**config.mk**
```make
export PLATFORM = sky130hd
export DESIGN_NAME = module_frame_receiver
export DESIGN_NICKNAME = d
export VERILOG_FILES = /design/src/rtl/module_frame_receiver.sv
export SDC_FILE = /design/constraint.sdc
export NUM_CORES = 1
export LEC_CHECK = 0
export ABC_AREA = 1
export ABC_CLOCK_PERIOD_IN_PS = 1900
export CORE_UTILIZATION = 53
export DETAILED_ROUTE_END_ITERATION = 10
export PLACE_DENSITY = 0.78
export SYNTH_ARGS = -nofsm -noshare
export SYNTH_HDL_FRONTEND = slang
export SYNTH_SLANG_ARGS = --single-unit
```
**constraint.sdc**
```tcl
create_clock -name clk -period 1.9 [get_ports clk]
set_input_delay 0.285 -clock clk [delete_from_list [all_inputs] [get_ports clk]]
set_output_delay 0.285 -clock clk [all_outputs]
set_load 0.01 [all_outputs]
```
**src/rtl/module_frame_receiver.sv**
```systemverilog
// Reassembles 2-byte UART command frames, validates and stages them, and
// commits the staged sine index on the rising edge of the shoot strobe.
module module_frame_receiver #(
  parameter logic [3:0]  MODULE_ID      = 4'd1,
  parameter int unsigned TIMEOUT_CYCLES = 4800,
  parameter int unsigned CNT_W          = 13
) (
  input  logic        clk,
  input  logic        reset,
  input  logic        rx_done,
  input  logic [7:0]  data_received,
  input  logic        parity_error,
  input  logic        shoot,
  output logic [11:0] sin_index,
  output logic        module_sel,
  output logic        sin_index_valid,
  output logic        pending,
  output logic        frame_error,
  output logic        overrun,
  output logic        missed_shoot,
  output logic [7:0]  err_count
);

  localparam logic [0:0]       WAIT_HI  = 1'b0;
  localparam logic [0:0]       WAIT_LO  = 1'b1;
  localparam logic [CNT_W-1:0] CNT_LAST = CNT_W'(TIMEOUT_CYCLES - 1);

  logic [0:0]       state, state_n;
  logic [CNT_W-1:0] cnt, cnt_n;
  logic [7:0]       hi_byte, hi_byte_n;
  logic [11:0]      staged_index, staged_index_n;
  logic             staged_sel, staged_sel_n;
  logic             shoot_d;
  logic             shoot_edge, commit;

  logic [11:0] sin_index_n;
  logic        module_sel_n, sin_index_valid_n, pending_n;
  logic        frame_error_n, overrun_n, missed_shoot_n;
  logic [7:0]  err_count_n;

  assign shoot_edge = shoot & ~shoot_d;
  assign commit     = shoot_edge & pending;

  // Next-state, staging and commit logic; commit always sees the old staging.
  always_comb begin
    state_n           = state;
    cnt_n             = cnt;
    hi_byte_n         = hi_byte;
    staged_index_n    = staged_index;
    staged_sel_n      = staged_sel;
    pending_n         = pending;
    sin_index_n       = sin_index;
    module_sel_n      = module_sel;
    sin_index_valid_n = 1'b0;
    frame_error_n     = 1'b0;
    overrun_n         = 1'b0;
    missed_shoot_n    = 1'b0;

    if (commit) begin
      sin_index_n       = staged_index;
      module_sel_n      = staged_sel;
      sin_index_valid_n = 1'b1;
      pending_n         = 1'b0;
    end else if (shoot_edge) begin
      missed_shoot_n = 1'b1;
    end

    case (state)
      WAIT_LO: begin
        if (rx_done) begin
          state_n = WAIT_HI;
          if (parity_error) begin
            frame_error_n = 1'b1;
            hi_byte_n     = 8'h00;
          end else begin
            staged_index_n = {hi_byte, data_received[7:4]};
            staged_sel_n   = (data_received[3:0] == MODULE_ID);
            pending_n      = 1'b1;
            overrun_n      = pending & ~commit;
          end
        end else if (cnt == CNT_LAST) begin
          frame_error_n = 1'b1;
          state_n       = WAIT_HI;
          cnt_n         = '0;
        end else begin
          cnt_n = cnt + CNT_W'(1);
        end
      end
      default: begin
        if (rx_done) begin
          if (parity_error) begin
            frame_error_n = 1'b1;
          end else begin
            hi_byte_n = data_received;
            cnt_n     = '0;
            state_n   = WAIT_LO;
          end
        end
      end
    endcase

    err_count_n = (frame_error_n && (err_count != 8'hFF)) ? err_count + 8'd1 : err_count;
  end

  // Shoot history resets high so a strobe held across reset is not an edge.
  always_ff @(posedge clk) begin
    if (reset) begin
      state           <= WAIT_HI;
      cnt             <= '0;
      hi_byte         <= 8'h00;
      staged_index    <= 12'h000;
      staged_sel      <= 1'b0;
      shoot_d         <= 1'b1;
      sin_index       <= 12'h000;
      module_sel      <= 1'b0;
      sin_index_valid <= 1'b0;
      pending         <= 1'b0;
      frame_error     <= 1'b0;
      overrun         <= 1'b0;
      missed_shoot    <= 1'b0;
      err_count       <= 8'h00;
    end else begin
      state           <= state_n;
      cnt             <= cnt_n;
      hi_byte         <= hi_byte_n;
      staged_index    <= staged_index_n;
      staged_sel      <= staged_sel_n;
      shoot_d         <= shoot;
      sin_index       <= sin_index_n;
      module_sel      <= module_sel_n;
      sin_index_valid <= sin_index_valid_n;
      pending         <= pending_n;
      frame_error     <= frame_error_n;
      overrun         <= overrun_n;
      missed_shoot    <= missed_shoot_n;
      err_count       <= err_count_n;
    end
  end

endmodule

```
==> out/results.ini <==
[global_routing]
grt_max_degree=30
track_usage_pct=23.8
grt_pass1_wl_um=9580
grt_pass1_vias=2202
antenna_found_initial=0
grt.overflow.total=0

[yosys]
synth_area_leader_cell=dfxtp_1
synth_seq_cells=62
synth_area_um2=2600
synthXorXnorAreaFrac_pct=1.68
synth_edf_count=0
syn_avg_cell_area_um2=7.50
yosysMostFrequentCell=nand2_1
synthMuxAreaShare_pct=0
yosys.area.top_type_share_pct=47.7
seq_area_frac_synth_pct=47.7
ys_warn_count=0
synth-async-reset-ratio_pct=0
netlist_instances=347
synth_compound_area_share_pct=14.5
synth_top_family_by_area=simple AND/OR/NAND/NOR gates
synth_fa_ha_area_share_pct=0.962
synth_flop_cell=dfxtp_1
synth_common_cells=nand2_1, dfxtp_1, inv_1
syn_nets=362
synth_cell_type_count=31
synth_top_cells_by_area=dfxtp_1, nand2_1, a21oi_1
synthSimpleGateAreaFrac_pct=26.8

[worst_setup_path]
cp.required_ns=1.62
max_stage_delay_ns=0.59
reg2reg_depth=8
r2r-start=cnt[0]$_SDFFE_PP0P_
crit_path_start_kind=flop
path_cells=clkdlybuf4s50_1
critPathKind=flop to output pin
critPathLaunch=err_count[2]$_SDFFE_PP0P_
cp_num_buf_inv=1
slowest_stage=clkdlybuf4s50_1
r2r_end=err_count[2]$_SDFFE_PP0P_
cp.arrival_ns=1.38
critPathMaxFanout=7
critPathCaptureType=output pin
r2r_slack_ns=0.28
path_delay_family=buffers and inverters

[cts]
cts_root_buf=clkbuf_8
cts.clk_slew.worst_paths_ns=0.07
clkLatencyLatePin_ns=0.34
h-tree-depth=3
cts_sinks=62
cts-resized-gates=0
holdBufCountCts=0
numCtsBuffers=9
cts_tree=done
cts_setup_buffers=0
cts_buffer_depth=2

[route]
routedWlPerCell_um=12.5
drc=0
wl_met1_um=2650
drt_iter0_markers=146
routed-via-count=2418
top_layer=met4
dr.pass1.iters=4
wl_met2_um=2740
vias_per_cell=5.26
wirelength_um=5740
drtAntennaViolNets=0
wl_met3_um=227

[sta]
hold_viol=0
finalCritPeriodShare_pct=87.8
slew_viol_final=0
period_needed_ns=1.67
rsz0062_at_grt=false
finClkSkew_ns=0.00730
max_clock_freq_ghz=0.599
finalSetupTns_ns=0
final-setup-viol-count=0
slew_headroom_pct=58.5
max_slew.worst_pin.slew_ns=0.622

[cells_and_area]
areaGrowthSynthToFinish_pct=24.2
diodes=0
drive_gt1_share_pct=8.65
nets=405
final_cells=460

[die]
dieArea_um2=5190
start_util_pct=55.1
coreArea_um2=4720
dieWidth_um=72.1
ios=39
rows=25
die_h_um=72.1

[placed_design]
portBuffers=38
dp_cells=446
place_hpwl_um=3930
gp_congestion=0.847

[pwr]
p_total_mw=2.60
leakage_nw=1.20
ir_drop_mv=0.457
power_density_nw_per_um2=805

[outcome]
status=finished, final reports clean

[min_path]
min_to=staged_index[11]$_SDFFE_PP0P_
hold_path.class=flop to flop
hp-start=staged_index[11]$_SDFFE_PP0P_
hold_depth=2

[job]
max-cap-violations=0

[placed cells by master, fill, tap and decap left out, types with 3 or more instances in the layout]
master / count
o21ai_0: 26
nand4_1: 9
a21oi_1: 37
xor2_1: 3
nand3_1: 26
clkdlybuf4s50_1: 38
clkbuf_8: 9
o21ai_1: 3
inv_1: 38
clkinv_2: 3
dfxtp_1: 62
nor2_1: 31
nor3_1: 5
buf_4: 5
nand3_2: 3
nor2_2: 3
nand2_1: 72
[logic make-up (layout without fill, tap and decap cells)]
family,Yosys count,after routing
and+or+nand+nor,155,155
xor gates and xnor gates,5,5
buffers and inverters,52,98
AOI/OAI and AO/OA,71,71
adders and majority gates,2,2
DFF,62,62
[where the power goes]
group,switching [mW],internal (mW)
clock,0.494,0.583
combinational,0.108,0.0763
sequential,0.0152,1.33
[final cells by class]
class                   count  area (um2)
inverters                  40         150
multi-input cells         233        1140
clock inverters             5        52.6
well taps                  67        83.8
repair buffers             44         438
flip-flops and latches     62        1240
fillers                   387        1490
clock buffers               9         124
[per-layer routing]
layer,GRT usage [%],vias up
li1,-,1213
met1,29.4,1134
met2,38.9,59
met3,6.39,12
met4,10.9,0
met5,0,-
[how the worst max path moves through the flow]
stage | cells past startpoint | end
2_1_floorplan | 8 | err_count[0]$_SDFFE_PP0P_
3_3_place_gp | 9 | cnt[7]$_SDFFE_PP0P_
3_5_place_dp | 6 | staged_index[9]$_SDFFE_PP0P_
4_1_cts | 1 | err_count[2]
5_1_grt | 8 | err_count[0]$_SDFFE_PP0P_
6_report | 1 | err_count[2]
[flip-flops by register name, indices dropped and copies added, names as in the netlist]
signal,count
module_sel,1
sin_index,12
cnt,13
missed_shoot,1
shoot_d,1
overrun,1
sin_index_valid,1
frame_error,1
pending,1
hi_byte,8
err_count,8
staged_index,12
state,1
staged_sel,1
[worst reg2reg max path, cell delays in order (launching register included)]
cell,delay [ns]
dfxtp_1,0.35
ha_1,0.21
nand3_2,0.11
nor2_1,0.14
nand3_2,0.16
nand2_4,0.18
nand3_2,0.18
nand2_1,0.11
a21oi_1,0.06
[stage by stage]
step	setup slack [ns]	util [%]	hold WS, ns	area, um2
after floorplan	0.511	-	0.387	2600
after global placement	0.115	64.7	0.435	3060
after detailed placement	0.0645	64.7	0.440	3060
after CTS	0.223	68.4	0.450	3230
after global routing	0.101	68.4	0.482	3230
final	0.231	68.4	0.452	3230
No activity file was read; power rests on OpenSTA's default activity.
